### src/rtl/pipe_hazard_unit.sv
// Hazard, forwarding and stall sequencer for the 5-stage pipeline: operand forwarding, load-use stall,
// req/ack memory wait FSM with timeout, and multi-slot branch flush. Optional DEBUG_STEP_EN adds single-step gating.
module pipe_hazard_unit #(
  parameter int REG_AW    = 5,
  parameter int FWD_DEPTH = 3,
  parameter int MEM_TMO   = 15,
  parameter int BR_FLUSH  = 1,
  localparam int SW       = $clog2(FWD_DEPTH+1)
) (
  input  logic                        clk,
  input  logic                        rst,
  input  logic                        rs_used,
  input  logic                        rt_used,
  input  logic                        is_store,
  input  logic [REG_AW-1:0]           addr_rs,
  input  logic [REG_AW-1:0]           addr_rt,
  input  logic [FWD_DEPTH*REG_AW-1:0] prod_addr,
  input  logic [FWD_DEPTH-1:0]        prod_wen,
  input  logic [FWD_DEPTH-1:0]        prod_load,
  input  logic                        jump_en,
  input  logic                        imem_req,
  input  logic                        imem_ack,
  input  logic                        dmem_req,
  input  logic                        dmem_ack,
`ifdef DEBUG_STEP_EN
  input  logic                        debug_en,
  input  logic                        debug_step,
`endif
  output logic [SW-1:0]               fwd_a_sel,
  output logic [SW-1:0]               fwd_b_sel,
  output logic                        mem_fwd_m,
  output logic                        load_stall,
  output logic [4:0]                  stage_en,
  output logic [4:0]                  stage_rst,
  output logic                        mem_timeout
);

  typedef enum logic [1:0] {IDLE, IWAIT, DWAIT, TMO} state_t;

  localparam logic [7:0] TMO_LAST = 8'(MEM_TMO-1);
  localparam logic [2:0] FL_RUN   = 3'(BR_FLUSH-1);
  localparam logic [2:0] FL_HOLD  = 3'(BR_FLUSH);

  state_t     state, nxt;
  logic [7:0] wait_cnt;
  logic [2:0] flush_cnt;
  logic       rs_ld, rt_ld, d_wait, i_wait, flush, hold, dbg_gate;

  // Scan from the far stage down so the nearest producer overrides.
  always_comb begin
    fwd_a_sel = '0;
    fwd_b_sel = '0;
    for (int k = FWD_DEPTH-1; k >= 0; k--) begin
      if (rs_used && prod_wen[k] && prod_addr[k*REG_AW +: REG_AW] != '0 &&
          prod_addr[k*REG_AW +: REG_AW] == addr_rs)
        fwd_a_sel = SW'(k+1);
      if (rt_used && prod_wen[k] && prod_addr[k*REG_AW +: REG_AW] != '0 &&
          prod_addr[k*REG_AW +: REG_AW] == addr_rt)
        fwd_b_sel = SW'(k+1);
    end
  end

  assign rs_ld      = (fwd_a_sel == SW'(1)) && prod_load[0];
  assign rt_ld      = (fwd_b_sel == SW'(1)) && prod_load[0];
  // A store only needs rt in MEM, so the loaded value can be forwarded there instead of stalling.
  assign mem_fwd_m  = rt_ld && is_store && !rs_ld;
  assign load_stall = rs_ld || (rt_ld && !is_store);

`ifdef DEBUG_STEP_EN
  logic debug_step_prev;
  always_ff @(posedge clk)
    if (rst) debug_step_prev <= 1'b0;
    else     debug_step_prev <= debug_step;
  assign dbg_gate = debug_en && !(debug_step && !debug_step_prev);
`else
  assign dbg_gate = 1'b0;
`endif

  assign d_wait      = (state == DWAIT) || (state == IDLE && dmem_req && !dmem_ack);
  assign i_wait      = (state == IWAIT) || (state == IDLE && imem_req && !imem_ack);
  assign flush       = jump_en || (flush_cnt != '0);
  assign hold        = d_wait || i_wait || (state == TMO) || dbg_gate;
  assign mem_timeout = (state == TMO) && !rst;

  always_comb begin
    nxt = state;
    case (state)
      IDLE:    if (dmem_req && !dmem_ack)      nxt = DWAIT;
               else if (imem_req && !imem_ack) nxt = IWAIT;
      IWAIT:   if (imem_ack)                   nxt = IDLE;
               else if (wait_cnt == TMO_LAST)  nxt = TMO;
      DWAIT:   if (dmem_ack)                   nxt = IDLE;
               else if (wait_cnt == TMO_LAST)  nxt = TMO;
      default:                                 nxt = IDLE;
    endcase
  end

  always_ff @(posedge clk) begin
    if (rst) begin
      state     <= IDLE;
      wait_cnt  <= '0;
      flush_cnt <= '0;
    end else begin
      state <= nxt;
      if ((state == IWAIT || state == DWAIT) && nxt == state) wait_cnt <= wait_cnt + 8'd1;
      else                                                    wait_cnt <= '0;
      // A jump masked by a wait has not consumed its first slot yet.
      if (jump_en)                      flush_cnt <= hold ? FL_HOLD : FL_RUN;
      else if (!hold && flush_cnt != 0) flush_cnt <= flush_cnt - 3'd1;
    end
  end

  always_comb begin
    stage_en  = 5'h1F;
    stage_rst = 5'h00;
    if (rst) begin
      stage_rst = 5'h1F;
    end else if (state == TMO) begin
      stage_rst = 5'b00111;
    end else if (dbg_gate) begin
      stage_en  = 5'h00;
    end else if (d_wait) begin
      stage_en  = 5'b10000;
      stage_rst = 5'b10000;
    end else if (i_wait || load_stall) begin
      stage_en  = 5'b11100;
      stage_rst = 5'b00100;
    end else if (flush) begin
      stage_rst = 5'b00010;
    end
  end

endmodule

### config.mk
export PLATFORM = sky130hd
export DESIGN_NAME = pipe_hazard_unit
export DESIGN_NICKNAME = d
export VERILOG_FILES = /design/src/rtl/pipe_hazard_unit.sv
export SDC_FILE = /design/constraint.sdc
export NUM_CORES = 1
export LEC_CHECK = 0
export CORE_MARGIN = 3
export CORE_UTILIZATION = 30
export DETAILED_ROUTE_END_ITERATION = 7
export PLACE_DENSITY_LB_ADDON = 0.3
export RECOVER_POWER = 50
export SYNTH_ARGS = -nofsm -noshare
export SYNTH_HDL_FRONTEND = slang
export SYNTH_SLANG_ARGS = --single-unit
### constraint.sdc
create_clock -name clk -period 2.5 [get_ports clk]
set_clock_uncertainty 0.1 [all_clocks]
set_input_delay 0.5 -clock clk [delete_from_list [all_inputs] [get_ports clk]]
set_output_delay 0.5 -clock clk [all_outputs]
set_load 0.005 [all_outputs]
==> impl_metrics.tcl <==
set metrics [dict create \
    cts_buffers 3 \
    yosys.area.top_type "dfxtp_1" \
    crit_path_start_kind "input port" \
    regToRegStartpoint "state[0]" \
    max_cap_viol_count 0 \
    setup_violations 3 \
    port-buffer-count 54 \
    dp_hpwl_um 3679 \
    grt_usage_pct 16.62 \
    rsz0062_at_grt "true" \
    arrival_ps 2000 \
    final_util_pct 55.11 \
    status "finished, violations left" \
    async_flop_share_pct 0 \
    grt_pass1_vias 1523 \
    hold_depth 1 \
    overflow 0 \
    fin_crit_sh_pct 103.8 \
    drt_first_pass_iters 4 \
    cts_tree "yes" \
    multi_input_area_um2 1155 \
    clk_pin_slew_ps 50 \
    irDropWorstVdd_v 0.0002564 \
    rrSetupSlack_ps 230 \
    antenna_found_initial 0 \
    detail_route.wl_per_cell_um 13.95 \
    reg2reg_to "wait_cnt[2]" \
    regArea_um2 260.3 \
    fill_cells 423 \
    ys_seq_area_share_pct 18.89 \
    yosys_warnings 0 \
    crit_path_end_kind "output port" \
    vias 1632 \
    synth_edf_count 0 \
    violations "setup timing" \
    io_pins 58 \
    area_delta_synth_final_pct 75.39 \
    required_ps 1900 \
    reg2regPathDepth 10 \
    hold_path_class "reg -> reg" \
    rows 24 \
    drt_wl_total_um 4602 \
    syn-num-nets 220 \
    viasPerCell 4.945 \
    ctsHoldBuffers 0 \
    pre_cts_slack_ps -794.7 \
    yosysTopAreaCellShare_pct 18.89 \
    grt_max_degree 9 \
    clockBufferDepth 2 \
    setup_ws_ps -95.90 \
    fin_area_um2 2416 \
    netlist_instances 171 \
    numClockSinks 13 \
    fp.coreArea_um2 4384 \
    die_area_um2 5441 \
    die_w_um 73.77 \
    clock_latency_ps 250 \
    synth_ff_type "dfxtp_1" \
    diodes 0 \
    h-tree-depth 1 \
    clockRootBuffer "clkbuf_8" \
    slew_viol_final 0 \
    yosys-top-cells-area "dfxtp_1, xor2_1, xnor2_1" \
    path_class "in -> out" \
    die_y_um 73.77 \
    grt_pass1_wl_um 7141 \
    hp-start "wait_cnt[0]" \
    finalHoldViolCount 0 \
    place.gp.congestion 0.8354 \
    yosys_register_bits 13 \
    post_dp_cell_area_um2 2298 \
    yosysUniqueCellTypes 42 \
    drive_gt1_share_pct 37.77 \
    total_power_mw 0.7621 \
    fin_crit_ps 2596 \
    drcViolationCount 0 \
    cp_max_fo 3 \
    fmax_mhz 385.2 \
    num-nets-final 328 \
    synthesis.area_um2 1378 \
    start_util_pct 31.42 \
    p_per_area_nw_per_um2 315.4 \
    ant_nets 0 \
    syn_avg_cell_area_um2 8.056 \
    leakage_nw 1.062 \
    min_to "wait_cnt[0]" \
    drt_iter0_drc 38 \
]
## repair_timing
action | 4_1_cts | 5_1_grt
gates resized for setup | 117 | 31
pin swaps | 21 | 18
buffers inserted | 6 | 1
setup endpoints to repair | 13 | 10
## cell type report
type / count / share of cell area, %
Timing Repair Buffer: 107 / 35.73
Clock buffer: 3 / 1.709
Sequential cell: 13 / 10.77
Tap cell: 52 / 2.693
Clock inverter: 1 / 0.2071
Multi-Input combinational cell: 147 / 47.80
Inverter: 7 / 1.088
## worst max-delay path, stage by stage
cell,delay (ps)
buf_6,90
or4_4,510
o21a_1,210
nor2b_4,140
buf_6,110
o41a_1,290
buf_2,130
## layout by cell type (no fill, tap or decap), drive strengths merged, types with 6 or more instances in the layout
cell type       n
clkdlybuf4s15   6
clkdlybuf4s50  13
buf            67
inv             7
nor2           11
o21ai           9
ha              8
nand4           6
xnor2          12
clkbuf         11
xor2           24
nor3           12
dfxtp          13
nand2          10
dlygate4sd2    10
## report_power, final
group / leakage [nW] / internal [mW] / switching [mW]
logic: 0.931 / 0.190 / 0.162
registers: 0.105 / 0.215 / 0.00482
clock network: 0.0255 / 0.110 / 0.0804
## flip-flops by register name, indices dropped and copies added (netlist names)
| name | cells |
|---|---|
| wait_cnt | 8 |
| flush_cnt | 3 |
| state | 2 |
## cell usage after synthesis, drive strengths merged (4+ instances only)
cell type  number
xor2           24
dfxtp          13
nor3           12
xnor2          12
nor2           11
nand2          10
o21ai           9
ha              8
inv             7
nand4           6
a21oi           5
nor2b           5
nor4            5
a2111oi         4
buf             4
nand2b          4
nand3           4
## cells by family after synthesis
family | Yosys count | share of synthesized area [%]
and+or+nand+nor | 72 | 29.34
xor gates and xnor gates | 36 | 22.89
AOI/OAI and AO/OA | 30 | 17.26
DFF | 13 | 18.89
buffers and inverters | 11 | 4.088
adders and majority gates | 8 | 7.266
other | 1 | 0.2722
## worst max path at each step
stage,startpoint,to,depth (start not counted)
floorplan,state[0],stage_en[1],7
global placement,prod_addr[4],mem_fwd_m,8
detailed placement,prod_addr[4],mem_fwd_m,8
CTS,prod_addr[1],stage_rst[2],7
global route,prod_addr[2],stage_rst[2],7
finish,prod_addr[2],stage_rst[2],7
## per-stage QoR
step | TNS [ps] | hold slack, ps | instances
final | -225.3 | 411.7 | 330
after global routing | -652.2 | 452.3 | 330
after CTS | -561.0 | 411.6 | 329
after detailed placement | -8234 | 408.9 | 319
after global placement | -7843 | 404.9 | 319
after floorplan | 0 | 377.9 | 171
## metal layers
layer  global-route usage, %  vias up  wire, µm
li1                        -      834         -
met1                   22.54      749      2043
met2                   27.26       47      2223
met3                   3.283        2       315
met4                   3.219        0        20
met5                       0        -         0
Note: power is estimated with default switching activity, not from simulation.
